<file path="src/rtl/bus_arb_pkg.sv">
// Shared types and defaults for the shared-bus arbiter.
// Optional hold limit: define BUS_ARB_HOLD_LIMIT_EN.
package bus_arb_pkg;

  localparam int NUM_REQ_DEF  = 4;
  localparam int MAX_HOLD_DEF = 8;

  typedef enum logic [1:0] {
    IDLE  = 2'd0,
    GRANT = 2'd1,
    OWN   = 2'd2,
    TURN  = 2'd3
  } state_t;

  function automatic int idx_w(input int n);
    return (n > 1) ? $clog2(n) : 1;
  endfunction

endpackage

</file>
<file path="src/rtl/bus_arb_ctrl_rr_pick.sv">
// Combinational round-robin picker: first set req bit
// at or after rr_ptr, wrapping modulo N.
module rr_pick
  import bus_arb_pkg::*;
#(
  parameter  int N = NUM_REQ_DEF,
  localparam int W = idx_w(N)
) (
  input  logic [N-1:0] req,
  input  logic [W-1:0] rr_ptr,
  output logic         valid,
  output logic [W-1:0] idx
);

  int         j;
  logic [W-1:0] k;

  always_comb begin
    valid = 1'b0;
    idx   = '0;
    j     = 0;
    k     = '0;
    for (int i = 0; i < N; i++) begin
      j = int'(rr_ptr) + i;
      if (j >= N) j = j - N;
      k = W'(j);
      if (!valid && req[k]) begin
        valid = 1'b1;
        idx   = k;
      end
    end
  end

endmodule

</file>
<file path="src/rtl/bus_arb_ctrl.sv">
// Shared-bus arbiter: IDLE/GRANT/OWN/TURN with a mandatory
// one-cycle turnaround. Hold limit under BUS_ARB_HOLD_LIMIT_EN.
module bus_arb_ctrl
  import bus_arb_pkg::*;
#(
  parameter  int NUM_REQ  = NUM_REQ_DEF,
  parameter  int MAX_HOLD = MAX_HOLD_DEF,
  localparam int W        = idx_w(NUM_REQ)
) (
  input  logic               clk,
  input  logic               rst_n,
  input  logic [NUM_REQ-1:0] req,
  input  logic [NUM_REQ-1:0] last,
  output logic [NUM_REQ-1:0] gnt,
  output logic [NUM_REQ-1:0] drv_en,
  output logic [W-1:0]       owner,
  output logic               busy,
  output logic               timeout
);

  state_t       state;
  state_t       state_nx;
  logic [W-1:0] rr_ptr;
  logic [W-1:0] pick_idx;
  logic [W-1:0] ptr_nx;
  logic         pick_vld;
  logic         own_req;
  logic         own_last;
  logic         hit;
  logic         arb;

  rr_pick #(.N(NUM_REQ)) u_pick (
    .req    (req),
    .rr_ptr (rr_ptr),
    .valid  (pick_vld),
    .idx    (pick_idx)
  );

  assign own_req  = req[owner];
  assign own_last = last[owner];
  assign arb      = (state == IDLE) || (state == TURN);
  assign ptr_nx   = (pick_idx == W'(NUM_REQ - 1))
                  ? '0 : pick_idx + 1'b1;

`ifdef BUS_ARB_HOLD_LIMIT_EN
  localparam int HW = $clog2(MAX_HOLD + 1);

  logic [HW-1:0] hold_cnt;
  logic          timeout_q;

  assign hit = (hold_cnt == HW'(MAX_HOLD - 1));

  // A simultaneous last or req drop wins over the limit
  always_ff @(posedge clk or negedge rst_n) begin
    if (!rst_n) begin
      hold_cnt  <= '0;
      timeout_q <= 1'b0;
    end else begin
      hold_cnt  <= (state == OWN) ? hold_cnt + 1'b1 : '0;
      timeout_q <= (state == OWN) && hit
                && own_req && !own_last;
    end
  end

  assign timeout = timeout_q;
`else
  assign hit     = 1'b0;
  assign timeout = 1'b0;
`endif

  always_ff @(posedge clk or negedge rst_n) begin
    if (!rst_n) begin
      state  <= IDLE;
      owner  <= '0;
      rr_ptr <= '0;
    end else begin
      state <= state_nx;
      if (arb && pick_vld) begin
        owner  <= pick_idx;
        rr_ptr <= ptr_nx;
      end
    end
  end

  always_comb begin
    state_nx = state;
    case (state)
      IDLE:  if (pick_vld) state_nx = GRANT;
      GRANT: state_nx = own_req ? OWN : TURN;
      OWN:   if (own_last || !own_req || hit)
               state_nx = TURN;
      TURN:  state_nx = pick_vld ? GRANT : IDLE;
      default: state_nx = IDLE;
    endcase
  end

  always_comb begin
    gnt    = '0;
    drv_en = '0;
    busy   = (state != IDLE);
    case (state)
      GRANT: gnt[owner] = 1'b1;
      OWN: begin
        gnt[owner]    = 1'b1;
        drv_en[owner] = 1'b1;
      end
      default: ;
    endcase
  end

endmodule

</file>
<file path="config.mk">
export PLATFORM = sky130hd
export DESIGN_NAME = bus_arb_ctrl
export DESIGN_NICKNAME = d
export VERILOG_FILES = /design/src/rtl/bus_arb_pkg.sv /design/src/rtl/bus_arb_ctrl_rr_pick.sv /design/src/rtl/bus_arb_ctrl.sv
export SDC_FILE = /design/constraint.sdc
export NUM_CORES = 1
export LEC_CHECK = 0
export BUFFER_PORTS_ARGS = -buffer_cell sky130_fd_sc_hd__buf_2
export CORE_MARGIN = 4
export CORE_UTILIZATION = 45
export CTS_CLUSTER_SIZE = 30
export DETAILED_ROUTE_END_ITERATION = 6
export GPL_ROUTABILITY_DRIVEN = 1
export PLACE_DENSITY = 0.72
export SLEW_MARGIN = 15
export SYNTH_ARGS = -nofsm -noshare
export SYNTH_HDL_FRONTEND = slang
export SYNTH_SLANG_ARGS = --single-unit
</file>
<file path="constraint.sdc">
create_clock -name clk -period 2.12 [get_ports clk]
set_clock_uncertainty 0.15 [all_clocks]
set_input_delay 0.212 -clock clk [delete_from_list [all_inputs] [get_ports clk]]
set_output_delay 0.212 -clock clk [all_outputs]
set_load 0.005 [all_outputs]
</file>
==> impl_metrics.toml <==
[grt]
grt_remaining_overflow = 0
grt_max_degree = 12
grt_antenna_before_repair = 0
grt_pass1_vias = 625
grt_pass1_wl_um = 2620
grt_use_total = 0.173

[yosys]
yosys.area_share.adder = 0.0929
synth_mux_area_frac = 0.175
synth_top_cell_area_share = 0.223
ys_types = 32
synth-compound-area-share = 0.188
syn_avg_cell_area_um2 = 8.63
synth_simple_gate_area_frac = 0.221
synthTopCellsByCount = "nor2_1 (11), inv_1 (8), dfrtp_1 (6)"
synth_area_um2 = 673
synth_warnings = 0
yosysTopAreaCell = "dfrtp_1"
post-synth-top-count-cell = "nor2_1"
syn_nets = 93
async_flop_share = 1.00
synth_top_family_by_area = "simple AND/OR/NAND/NOR gates"
synth_xor_area_frac = 0
ys_seq_elements = 6
synth_edf_count = 0
seq_area_frac_synth = 0.223
synthCells = 78
synth_area_leaders = "dfrtp_1 (22%), ha_1 (9.3%), nor2_1 (6.1%)"
ys.flop_type = "dfrtp_1"

[critical_path]
crit_arrival_ns = 1.88
cp_max_fo = 10
cp.required_ns = 2.10
start_kind = "flip-flop"
worstSetupEndpointType = "flip-flop"
r2r_slack_ns = 0.23
crit_type = "flip-flop to flip-flop"

[finish]
diodes = 0
fin_nets = 114
design_area_um2 = 791
final_layout_size_suffix_gt1_frac = 0.330
areaGrowthSynthToFinish_pct = 17.5

[timing]
layout_min_cycle_time_ns = 1.89
whs_ns = 0.171
drv_slew = 0
setup_tns_ns = 0
finalSetupViolations = 0
fmax_mhz = 528
rsz0062_at_grt = "false"
period_share = 0.894
finalHoldViolCount = 0
worst_slack_ns = 0.225

[worst_hold_path]
hold_path.class = "input port to asynchronous set/reset pin"

[power]
vdd_ir_drop_max_uv = 648
p_per_area_nw_per_um2 = 1420
p_leak_nw = 0.406

[die]
pin_count = 22
core_area_um2 = 1350
die_y_um = 46.7
initial_utilization = 0.499
placementRows = 13
chipWidth_um = 46.7
dieArea_um2 = 2180

[routing]
vias_per_cell = 5.50
ant_nets = 0
vias = 616
first_pass_iters = 4
drt-initial-drc-count = 10
drt-wirelength-per-cell_um = 13.7
drc_errors = 0
wl_um = 1540

[cts]
cts_inserted_buffers = 3
clock-sinks = 6
cts_tree = "done"
htreeDepth = 1
clk_latency_ns = 0.25
cts_setup_buffers = 0
clk_pin_slew_ns = 0.05
root_buffer = "clkbuf_4"
clockBufferDepth = 2

[run_status]
status = "finished, final reports clean"

[placed_design]
place_area_um2 = 758
gp_congestion = 0.788
pre_cts_ws_ns = 0.218
port_buffers = 20
dp_hpwl_um = 1150

[flow_run]
maxCapViolations = 0
repair_timing:
action	4_1_cts	5_1_grt
hold buffers	1	0
hold endpoints to repair	6	0
resized for setup	0	0
stage by stage:
step | util | total power [W] | instances
3_5_place_dp | 0.562 | 0.00101 | 108
6_report | 0.586 | 0.00112 | 112
4_1_cts | 0.586 | 0.00114 | 112
5_1_grt | 0.586 | 0.00124 | 112
3_3_place_gp | 0.562 | 0.000995 | 108
2_1_floorplan | - | 0.000846 | 78
final cells by class:
type / count / area, µm²
fill: 132 / 559
sequential: 6 / 150
timing repair buffer: 21 / 110
clock buffer: 3 / 22.5
tap: 15 / 18.8
inverter: 8 / 30.0
multi-input combinational: 59 / 459
layout by cell type (no fill, tap or decap), types with 3 or more instances in the layout:
cell type	count
inv_1	8
ha_1	5
mux2_2	3
a21oi_1	4
nand2_1	5
nor2_1	11
clkbuf_4	3
buf_2	20
dfrtp_1	6
o21ai_0	4
critical path, stage by stage (launching register included):
cell     delay, ns
dfrtp_1       0.54
mux4_2        0.60
a22oi_4       0.18
mux2_4        0.31
power breakdown:
group | switching, W | internal (W)
Sequential | 0.000116 | 0.000178
Clock | 0.0000473 | 0.0000645
Combinational | 0.000338 | 0.000381
Total | 0.000501 | 0.000623
cell families (layout without fill, tap and decap cells):
| group | after synthesis | after routing |
|---|---|---|
| AOI/OAI and AO/OA | 16 | 16 |
| other | 1 | 1 |
| DFF | 6 | 6 |
| adders and majority gates | 5 | 5 |
| buffers and inverters | 13 | 32 |
| and+or+nand+nor | 28 | 28 |
| muxes | 9 | 9 |
layer usage:
layer / global-route usage / vias to the layer above / share of wire
li1: - / 309 / -
met2: 0.269 / 26 / 0.47
met4: 0.0884 / 0 / 0.012
met5: 0 / - / 0
met1: 0.220 / 279 / 0.46
met3: 0.0430 / 2 / 0.055
path summary, 6_finish.rpt:
| path | from | to | depth (start not counted) |
|---|---|---|---|
| max in group asynchronous | rst_n | owner[0]$_DFFE_PN0P_ | 2 |
| worst max register to register | owner[0]$_DFFE_PN0P_ | state[1]$_DFFE_PN0P_ | 3 |
| min in group clk | req[3] | owner[1]$_DFFE_PN0P_ | 3 |
| worst min register to register | state[1]$_DFFE_PN0P_ | state[1]$_DFFE_PN0P_ | 1 |
| worst max-delay path | owner[0]$_DFFE_PN0P_ | state[1]$_DFFE_PN0P_ | 3 |
| worst min-delay path | rst_n | asynchronous set/reset pin | 2 |
(Power assumes the default switching activity.)
